File: src/rtl/cda_seq_sub_if.sv
// Handshake/data bundle for the iterative subtractor cda_seq_sub.
// Optional feature macro: CDA_SUB_OVF_EN adds the signed-overflow flag ovf.
interface cda_seq_sub_if #(
    parameter int unsigned WIDTH = 32
);
    logic             in_valid;
    logic             in_ready;
    logic [WIDTH-1:0] a;
    logic [WIDTH-1:0] b;
    logic             bin;
    logic             out_valid;
    logic             out_ready;
    logic [WIDTH-1:0] diff;
    logic             bout;
`ifdef CDA_SUB_OVF_EN
    logic             ovf;
`endif

    // Producer of operands / consumer of results (ALU sequencer side)
    modport master (
        output in_valid, a, b, bin, out_ready,
`ifdef CDA_SUB_OVF_EN
        input  ovf,
`endif
        input  in_ready, out_valid, diff, bout
    );

    // The subtractor itself
    modport slave (
        input  in_valid, a, b, bin, out_ready,
`ifdef CDA_SUB_OVF_EN
        output ovf,
`endif
        output in_ready, out_valid, diff, bout
    );
endinterface

File: src/rtl/cda_seq_sub.sv
// Iterative multi-cycle subtractor: diff = a - b - bin, one GROUP_W slice per
// cycle, LSB slice first. Each slice subtracts with borrow-in 0 and is then
// decremented by the running borrow (inverse of the carry-increment adder).
// Optional feature macro: CDA_SUB_OVF_EN adds registered signed overflow ovf.
module cda_seq_sub #(
    parameter int unsigned WIDTH   = 32,
    parameter int unsigned GROUP_W = 8
) (
    input logic          clk,
    input logic          rst,
    cda_seq_sub_if.slave bus
);
    localparam int unsigned NGRP  = WIDTH / GROUP_W;
    localparam int unsigned CNT_W = (NGRP > 1) ? $clog2(NGRP) : 1;
    localparam logic [CNT_W-1:0] LAST = CNT_W'(NGRP - 1);

    typedef enum logic [1:0] {
        IDLE = 2'd0,
        CALC = 2'd1,
        HOLD = 2'd2
    } state_t;

    state_t             state_q, state_d;
    logic [CNT_W-1:0]   cnt_q, cnt_d;
    logic [WIDTH-1:0]   a_q, a_d;
    logic [WIDTH-1:0]   b_q, b_d;
    logic               borrow_q, borrow_d;
    logic [WIDTH-1:0]   diff_q, diff_d;
    logic               bout_q, bout_d;
`ifdef CDA_SUB_OVF_EN
    logic               ovf_q, ovf_d;
`endif

    logic [GROUP_W-1:0] a_s, b_s;
    logic [GROUP_W:0]   sub_t, dec_t;
    logic               slice_borrow;
    logic               in_ready_w, out_valid_w;

    // Slice datapath: select slice cnt_q, subtract, then apply running borrow
    always_comb begin
        a_s = '0;
        b_s = '0;
        for (int unsigned k = 0; k < NGRP; k++) begin
            if (cnt_q == CNT_W'(k)) begin
                a_s = a_q[k*GROUP_W +: GROUP_W];
                b_s = b_q[k*GROUP_W +: GROUP_W];
            end
        end
        sub_t = {1'b0, a_s} - {1'b0, b_s};
        dec_t = {1'b0, sub_t[GROUP_W-1:0]} - {{GROUP_W{1'b0}}, borrow_q};
        // A slice that borrowed leaves a nonzero low part, so the decrement
        // cannot borrow again; XOR equals OR here.
        slice_borrow = sub_t[GROUP_W] ^ dec_t[GROUP_W];
    end

    // Next-state and handshake outputs
    always_comb begin
        state_d     = state_q;
        cnt_d       = cnt_q;
        a_d         = a_q;
        b_d         = b_q;
        borrow_d    = borrow_q;
        diff_d      = diff_q;
        bout_d      = bout_q;
`ifdef CDA_SUB_OVF_EN
        ovf_d       = ovf_q;
`endif
        in_ready_w  = 1'b0;
        out_valid_w = 1'b0;
        case (state_q)
            IDLE: begin
                in_ready_w = 1'b1;
                if (bus.in_valid && in_ready_w) begin
                    a_d      = bus.a;
                    b_d      = bus.b;
                    borrow_d = bus.bin;
                    cnt_d    = '0;
                    state_d  = CALC;
                end
            end
            CALC: begin
                for (int unsigned k = 0; k < NGRP; k++) begin
                    if (cnt_q == CNT_W'(k)) begin
                        diff_d[k*GROUP_W +: GROUP_W] = dec_t[GROUP_W-1:0];
                    end
                end
                borrow_d = slice_borrow;
                if (cnt_q == LAST) begin
                    bout_d  = slice_borrow;
`ifdef CDA_SUB_OVF_EN
                    ovf_d   = (a_q[WIDTH-1] != b_q[WIDTH-1]) &&
                              (dec_t[GROUP_W-1] != a_q[WIDTH-1]);
`endif
                    cnt_d   = '0;
                    state_d = HOLD;
                end else begin
                    cnt_d = cnt_q + CNT_W'(1);
                end
            end
            HOLD: begin
                out_valid_w = 1'b1;
                if (out_valid_w && bus.out_ready) begin
                    state_d = IDLE;
                end
            end
            default: state_d = IDLE;
        endcase
    end

    // State and datapath registers
    always_ff @(posedge clk or posedge rst) begin
        if (rst) begin
            state_q  <= IDLE;
            cnt_q    <= '0;
            a_q      <= '0;
            b_q      <= '0;
            borrow_q <= 1'b0;
            diff_q   <= '0;
            bout_q   <= 1'b0;
`ifdef CDA_SUB_OVF_EN
            ovf_q    <= 1'b0;
`endif
        end else begin
            state_q  <= state_d;
            cnt_q    <= cnt_d;
            a_q      <= a_d;
            b_q      <= b_d;
            borrow_q <= borrow_d;
            diff_q   <= diff_d;
            bout_q   <= bout_d;
`ifdef CDA_SUB_OVF_EN
            ovf_q    <= ovf_d;
`endif
        end
    end

    assign bus.in_ready  = in_ready_w;
    assign bus.out_valid = out_valid_w;
    assign bus.diff      = diff_q;
    assign bus.bout      = bout_q;
`ifdef CDA_SUB_OVF_EN
    assign bus.ovf       = ovf_q;
`endif
endmodule
File: src/flat_wrapper.sv
// flat-port wrapper written by rule: the top's interface ports become plain ports
module cda_seq_sub_flat 
#(
    parameter int unsigned WIDTH   = 32,
    parameter int unsigned GROUP_W = 8
)
  (clk, rst, bus_in_valid, bus_a, bus_b, bus_bin, bus_out_ready, bus_in_ready, bus_out_valid, bus_diff, bus_bout);
  cda_seq_sub_if #(.WIDTH(WIDTH)) bus_i ();
  input logic clk;
  input logic rst;
  input wire logic [$bits(bus_i.in_valid)-1:0] bus_in_valid;
  input wire logic [$bits(bus_i.a)-1:0] bus_a;
  input wire logic [$bits(bus_i.b)-1:0] bus_b;
  input wire logic [$bits(bus_i.bin)-1:0] bus_bin;
  input wire logic [$bits(bus_i.out_ready)-1:0] bus_out_ready;
  output wire logic [$bits(bus_i.in_ready)-1:0] bus_in_ready;
  output wire logic [$bits(bus_i.out_valid)-1:0] bus_out_valid;
  output wire logic [$bits(bus_i.diff)-1:0] bus_diff;
  output wire logic [$bits(bus_i.bout)-1:0] bus_bout;
  assign bus_i.in_valid = bus_in_valid;
  assign bus_i.a = bus_a;
  assign bus_i.b = bus_b;
  assign bus_i.bin = bus_bin;
  assign bus_i.out_ready = bus_out_ready;
  assign bus_in_ready = bus_i.in_ready;
  assign bus_out_valid = bus_i.out_valid;
  assign bus_diff = bus_i.diff;
  assign bus_bout = bus_i.bout;
  cda_seq_sub #(.WIDTH(WIDTH), .GROUP_W(GROUP_W)) u_core (.clk(clk), .rst(rst), .bus(bus_i));
endmodule
File: config.mk
export PLATFORM = sky130hd
export DESIGN_NAME = cda_seq_sub_flat
export DESIGN_NICKNAME = d
export VERILOG_FILES = /design/src/rtl/cda_seq_sub_if.sv /design/src/rtl/cda_seq_sub.sv /design/src/flat_wrapper.sv
export SDC_FILE = /design/constraint.sdc
export NUM_CORES = 1
export LEC_CHECK = 0
export BUFFER_PORTS_ARGS = -buffer_cell sky130_fd_sc_hd__buf_2
export CAP_MARGIN = 20
export CELL_PAD_IN_SITES_DETAIL_PLACEMENT = 0
export CELL_PAD_IN_SITES_GLOBAL_PLACEMENT = 2
export CORE_ASPECT_RATIO = 1.2
export CORE_UTILIZATION = 32
export DETAILED_ROUTE_END_ITERATION = 7
export PLACE_DENSITY = 0.82
export SETUP_SLACK_MARGIN = 0.3
export SYNTH_ARGS = -nofsm -noshare
export SYNTH_HDL_FRONTEND = slang
export SYNTH_SLANG_ARGS = --single-unit
File: constraint.sdc
create_clock -name clk -period 4.4 [get_ports clk]
set_clock_uncertainty 0.15 [all_clocks]
set_input_delay 0.88 -clock clk [delete_from_list [all_inputs] [get_ports clk]]
set_output_delay 0.88 -clock clk [all_outputs]
set_load 0.03 [all_outputs]
# Word-level counts from Yosys, hierarchy flattened

Cells that the tools add are included.

Register bits: 102
Bits in latches: 0
Memory bits (writable): 0
Memory bits (read-only): 0
Bits of input ports: 69
Output and inout port bits: 35
Memories: 0

$add $sub $neg: 3
$mul: 0
Divide/modulo/power cells: 0
$lt $le $gt $ge: 0
Equality and inequality tests: 8
Shift operators: 0
Muxes and demuxes: 19
Bitwise operators: 1
Reductions and logical operators: 10

Operator list:

| cell                                                            | count |
|---|---|
| 8-bit two-way mux                                               | 8 |
| 2-bit AND reduction                                             | 6 |
| 2-bit two-way mux                                               | 5 |
| 8-bit by 1-bit subtractor with 9-bit output                     | 1 |
| 8-bit by 8-bit subtractor with 9-bit output                     | 1 |
| 2-bit == test, second input constant                            | 3 |
| 2-bit one-hot mux with 3 select lines                           | 1 |
| 2-bit by 1-bit == test with 1-bit output, second input constant | 2 |
| 2-bit zero test                                                 | 2 |
| 2-bit != test, second input constant                            | 2 |
| 2-bit one-hot mux with 2 select lines                           | 1 |
| 1-bit two-way mux                                               | 3 |
| 3-bit AND reduction                                             | 1 |
| 2-bit by 1-bit adder with 2-bit output, second input constant   | 1 |
| 2-bit by 1-bit != test with 1-bit output, second input constant | 1 |
| 1-bit one-hot mux with 2 select lines                           | 1 |
| 2-bit nonzero test                                              | 1 |
| 1-bit XOR                                                       | 1 |

# Depth between registers and ports, before layout

Word-level depth: 9
Depth in mapped cells: 20
Depth with buffers taken out: 19

# Least setup slack after synthesis

OpenSTA, ideal clock, no wires.

Path kind: reg-to-reg
From: reg u_core.cnt_q[0]
To: reg u_core.diff_q[7] (netlist: u_core.bus.diff[7])
Arrival time: 3.552 ns
Data required time: 4.119 ns
Slack: 0.567 ns
Stages on the path, launching flop included: 20
Buffers on the path: 2
Path through: dfrtp_1 -> inv_1 -> ha_1 -> clkbuf_1 -> clkbuf_1 -> nand2_1 -> nor2_1 -> a21oi_1 -> nor2_1 -> a21oi_1 -> o21ai_0 -> ha_1 -> inv_1 -> fa_1 -> xnor2_1 -> and3_1 -> nand2_1 -> nor4_2 -> xnor2_1 -> o21ai_1

Longest elaborated chain between the ends: 7
Elaborated cells between the ends (all ways): 15
Those cells by class: add/sub (2); eq/ne (3); mux (8); reduce/logical (2)

Ends and longest elaborated chain:

| what                                        | line                                 | RTL |
|---|---|---|
| start, declared                             | cda_seq_sub.sv:24                    | `logic [CNT_W-1:0] cnt_q, cnt_d;` |
| start signal, assigned                      | cda_seq_sub.sv:125                   | `cnt_q <= cnt_d;` |
| 2-bit zero test                             | cda_seq_sub.sv:44, cda_seq_sub.sv:83 |  |
| 8-bit two-way mux (4 in a row)              | cda_seq_sub.sv:44                    | `if (cnt_q == CNT_W'(k)) begin` |
| 8-bit by 8-bit subtractor with 9-bit output | cda_seq_sub.sv:49                    | `sub_t = {1'b0, a_s} - {1'b0, b_s};` |
| 8-bit by 1-bit subtractor with 9-bit output | cda_seq_sub.sv:50                    | `dec_t = {1'b0, sub_t[GROUP_W-1:0]} - {{GROUP_W{1'b0}}, borrow_q};` |
| end signal, assigned                        | cda_seq_sub.sv:129                   | `diff_q <= diff_d;` |
| end, declared                               | cda_seq_sub.sv:28                    | `logic [WIDTH-1:0] diff_q, diff_d;` |

Parallel ways exist; a longest one is shown, timed or not.
A chain may end at the register's enable or synchronous reset.

# Worst setup path after layout

From: reg u_core.cnt_q[1]
To: reg u_core.diff_q[7] (netlist: u_core.bus.diff[7])

The elaborated chain is that of the path after synthesis.

==> results.cfg <==
[worst_setup_path]
start_kind = flop
crit_type = reg -> reg
critPathRequiredTime_ps = 4460
cp_slowest_stage_delay_ps = 400
cp_top_family = adder cells
critPathArrivalTime_ps = 3800
crit_path_cell_trace = inv_1, ha_1, buf_4, a21oi_1, nor2_1, a21oi_1, o21ai_0, ha_1, inv_1, fa_1, xnor2_1, buf_4, and3_1, nand2_1, nor4_2, xnor2_2, o21ai_1
critPathMaxFanout = 30
critPathSlowestCell = dfrtp_1
endpoint_kind = flop
worst-path-buf-inv = 4

[synth]
yosys_warnings = 0
async_flop_share_pct = 100
yosysUniqueCellTypes = 31
ys_seq_elements = 102
synth_top_area_cell = dfrtp_1
synth_edf_count = 0
syn_area_per_cell_um2 = 8.23
synth-main-ff-cell = dfrtp_1
synth.area.top_cells = dfrtp_1 53%, nand2_1 20%, a21oi_1 4.3%
netlist_area_mm2 = 0.00484
seq_area_frac_synth_pct = 52.7
syn-num-nets = 673
netlist_instances = 588
synth_top_area_share_pct = 52.7

[finish]
area_delta_synth_final_pct = 22.3
multi_input_area_mm2 = 0.00216
drive_gt1_share_pct = 21.2
nets = 764
insertedDiodeCount = 0
fill_cells = 1566
regArea_mm2 = 0.00255

[drt]
viasPerCell = 4.47
wire_per_inst_um = 13.7
routed-wl-met2_um = 5770
vias = 3950
drt_iter0_drc = 174
met3_length_um = 456
m1WireLength_um = 5740
drc = 0
postRouteAntennaNets = 0
first_pass_iters = 4
totalWireLength_um = 12100
highest_layer = met4

[clock_tree]
path_clk_slew_ps = 70
tritoncts = done
hold_buffers = 0
cts_setup_buffers = 0
ctsResizeCount = 0
ctsLongestPathBuffers = 2
cts_made_buffers = 9
cts_sinks = 102
insertion_delay_ps = 340
root_buffer = clkbuf_16
htreeDepth = 3

[global_routing]
grt_overflow_total = 0
grt_pass1_wl_um = 20000
grt_use_total_pct = 16.5
grt_antenna_before_repair = 0
grt_pass1_vias = 4010
grt_max_degree = 80

[timing]
maxSlewViolCount = 0
slew_headroom_pct = 37.4
period_needed_ps = 3740
grt_setup_unrepaired = false
worstMarginPinSlew_ps = 935
finalCritPeriodShare_pct = 85.0
setup_violations = 0
final.setup.tns_ps = 0
hold_viol = 0
max_freq_ghz = 0.267

[status]
status = complete, no violations

[min_path]
worstHoldPathType = in -> async

[floorplan]
die-area_mm2 = 0.0156
core_mm2 = 0.0146
io_pins = 104
fp.dieW_um = 114
rows = 48
start_util_pct = 33.2
die_y_um = 137

[placement]
hpwl_um = 9110
gp_congestion = 0.777
place.port_buffers = 103

[job]
maxCapViolations = 0
-- routing by layer --
layer  track usage [%]  up-vias
met3              3.06        6
li1                  -     2053
met1              22.2     1799
met5                 0        -
met4              4.11        0
met2              27.6       92
-- cell families (layout without fill, tap and decap cells) --
group,after synthesis,count (layout),share of synthesized area [%]
DFF,102,102,52.7
and+or+nand+nor,323,323,26.4
adders and majority gates,16,16,4.29
AOI/OAI and AO/OA,95,95,10.5
xor gates and xnor gates,13,13,2.82
buffers and inverters,39,135,3.18
-- final timing paths --
| check | from | end | slack, ps | cells past startpoint |
|---|---|---|---|---|
| min | rst | u_core.bus.diff[21]$_DFFE_PP0P_ | 280 | 2 |
| max reg2reg | u_core.cnt_q[1]$_DFFE_PP0P_ | u_core.bus.diff[7]$_DFFE_PP0P_ | 660 | 17 |
| min in group clk | u_core.bus.diff[20]$_DFFE_PP0P_ | u_core.bus.diff[20]$_DFFE_PP0P_ | 320 | 2 |
| max | u_core.cnt_q[1]$_DFFE_PP0P_ | u_core.bus.diff[7]$_DFFE_PP0P_ | 660 | 17 |
| max in group asynchronous | rst | u_core.a_q[4]$_DFFE_PP0P_ | 2850 | 4 |
| min reg2reg | u_core.bus.diff[20]$_DFFE_PP0P_ | u_core.bus.diff[20]$_DFFE_PP0P_ | 320 | 2 |
-- Yosys cell counts, types with 2 or more instances --
cell type / n
nor2_1: 48
o31ai_1: 2
nand2_1: 259
ha_1: 15
o21ai_0: 39
xnor2_1: 7
buf_1: 3
inv_1: 6
o21ai_1: 5
xnor2_2: 3
nand2b_1: 3
a21oi_2: 2
dfrtp_1: 102
a21o_1: 2
xor2_1: 3
clkbuf_1: 29
a21oi_1: 42
nand3_1: 2
and3_1: 3
nor4_2: 2
-- cells in the final DEF, fill, tap and decap left out, drive strengths merged, types with 2 or more instances in the layout --
cell type,instances
xor2,3
buf,113
nor2,49
clkbuf,10
a21o,2
clkinv,2
nand2,259
nand3,2
o21ai,44
bufinv,2
ha,15
dfrtp,102
and3,3
xnor2,10
inv,6
nor4,2
a21oi,44
clkinvlp,2
o31ai,2
nand2b,3
-- state kept, by name (all words and copies together), names as in the netlist --
register and cells:
u_core.bus.diff 32, u_core.bus.bout 1, u_core.a_q 32, u_core.cnt_q 2
u_core.borrow_q 1, u_core.state_q 2, u_core.b_q 32
-- through the flow --
| stage | std cells | setup slack [ps] | util [%] | cell area (um^2) | hold WS, ps |
|---|---|---|---|---|---|
| 2_1_floorplan | 588 | 567 | - | 4840 | 296 |
| 3_3_place_gp | 867 | 731 | 38.0 | 5550 | 307 |
| 3_5_place_dp | 867 | 574 | 38.0 | 5550 | 313 |
| 4_1_cts | 883 | 576 | 40.2 | 5870 | 329 |
| 5_1_grt | 884 | 331 | 40.6 | 5920 | 267 |
| 6_report | 884 | 659 | 40.6 | 5920 | 280 |
-- worst reg2reg max path, cell delays in order, from the launching register on --
cell	delay [ps]
dfrtp_1	400
inv_1	110
ha_1	220
buf_4	300
a21oi_1	120
nor2_1	100
a21oi_1	40
o21ai_0	220
ha_1	200
inv_1	50
fa_1	400
xnor2_1	170
buf_4	160
and3_1	200
nand2_1	80
nor4_2	370
xnor2_2	210
o21ai_1	120
-- cell type report --
type                            count  area share, %
Clock inverter                      6           1.44
Multi-Input combinational cell    447           36.4
Tap cell                          200           4.23
Inverter                            6          0.423
Clock buffer                       10           4.04
Sequential cell                   102           43.1
Timing Repair Buffer              113           10.3
Power is not shown: default switching activity piles up to over one toggle a cycle in this logic, so the estimate is an artifact.
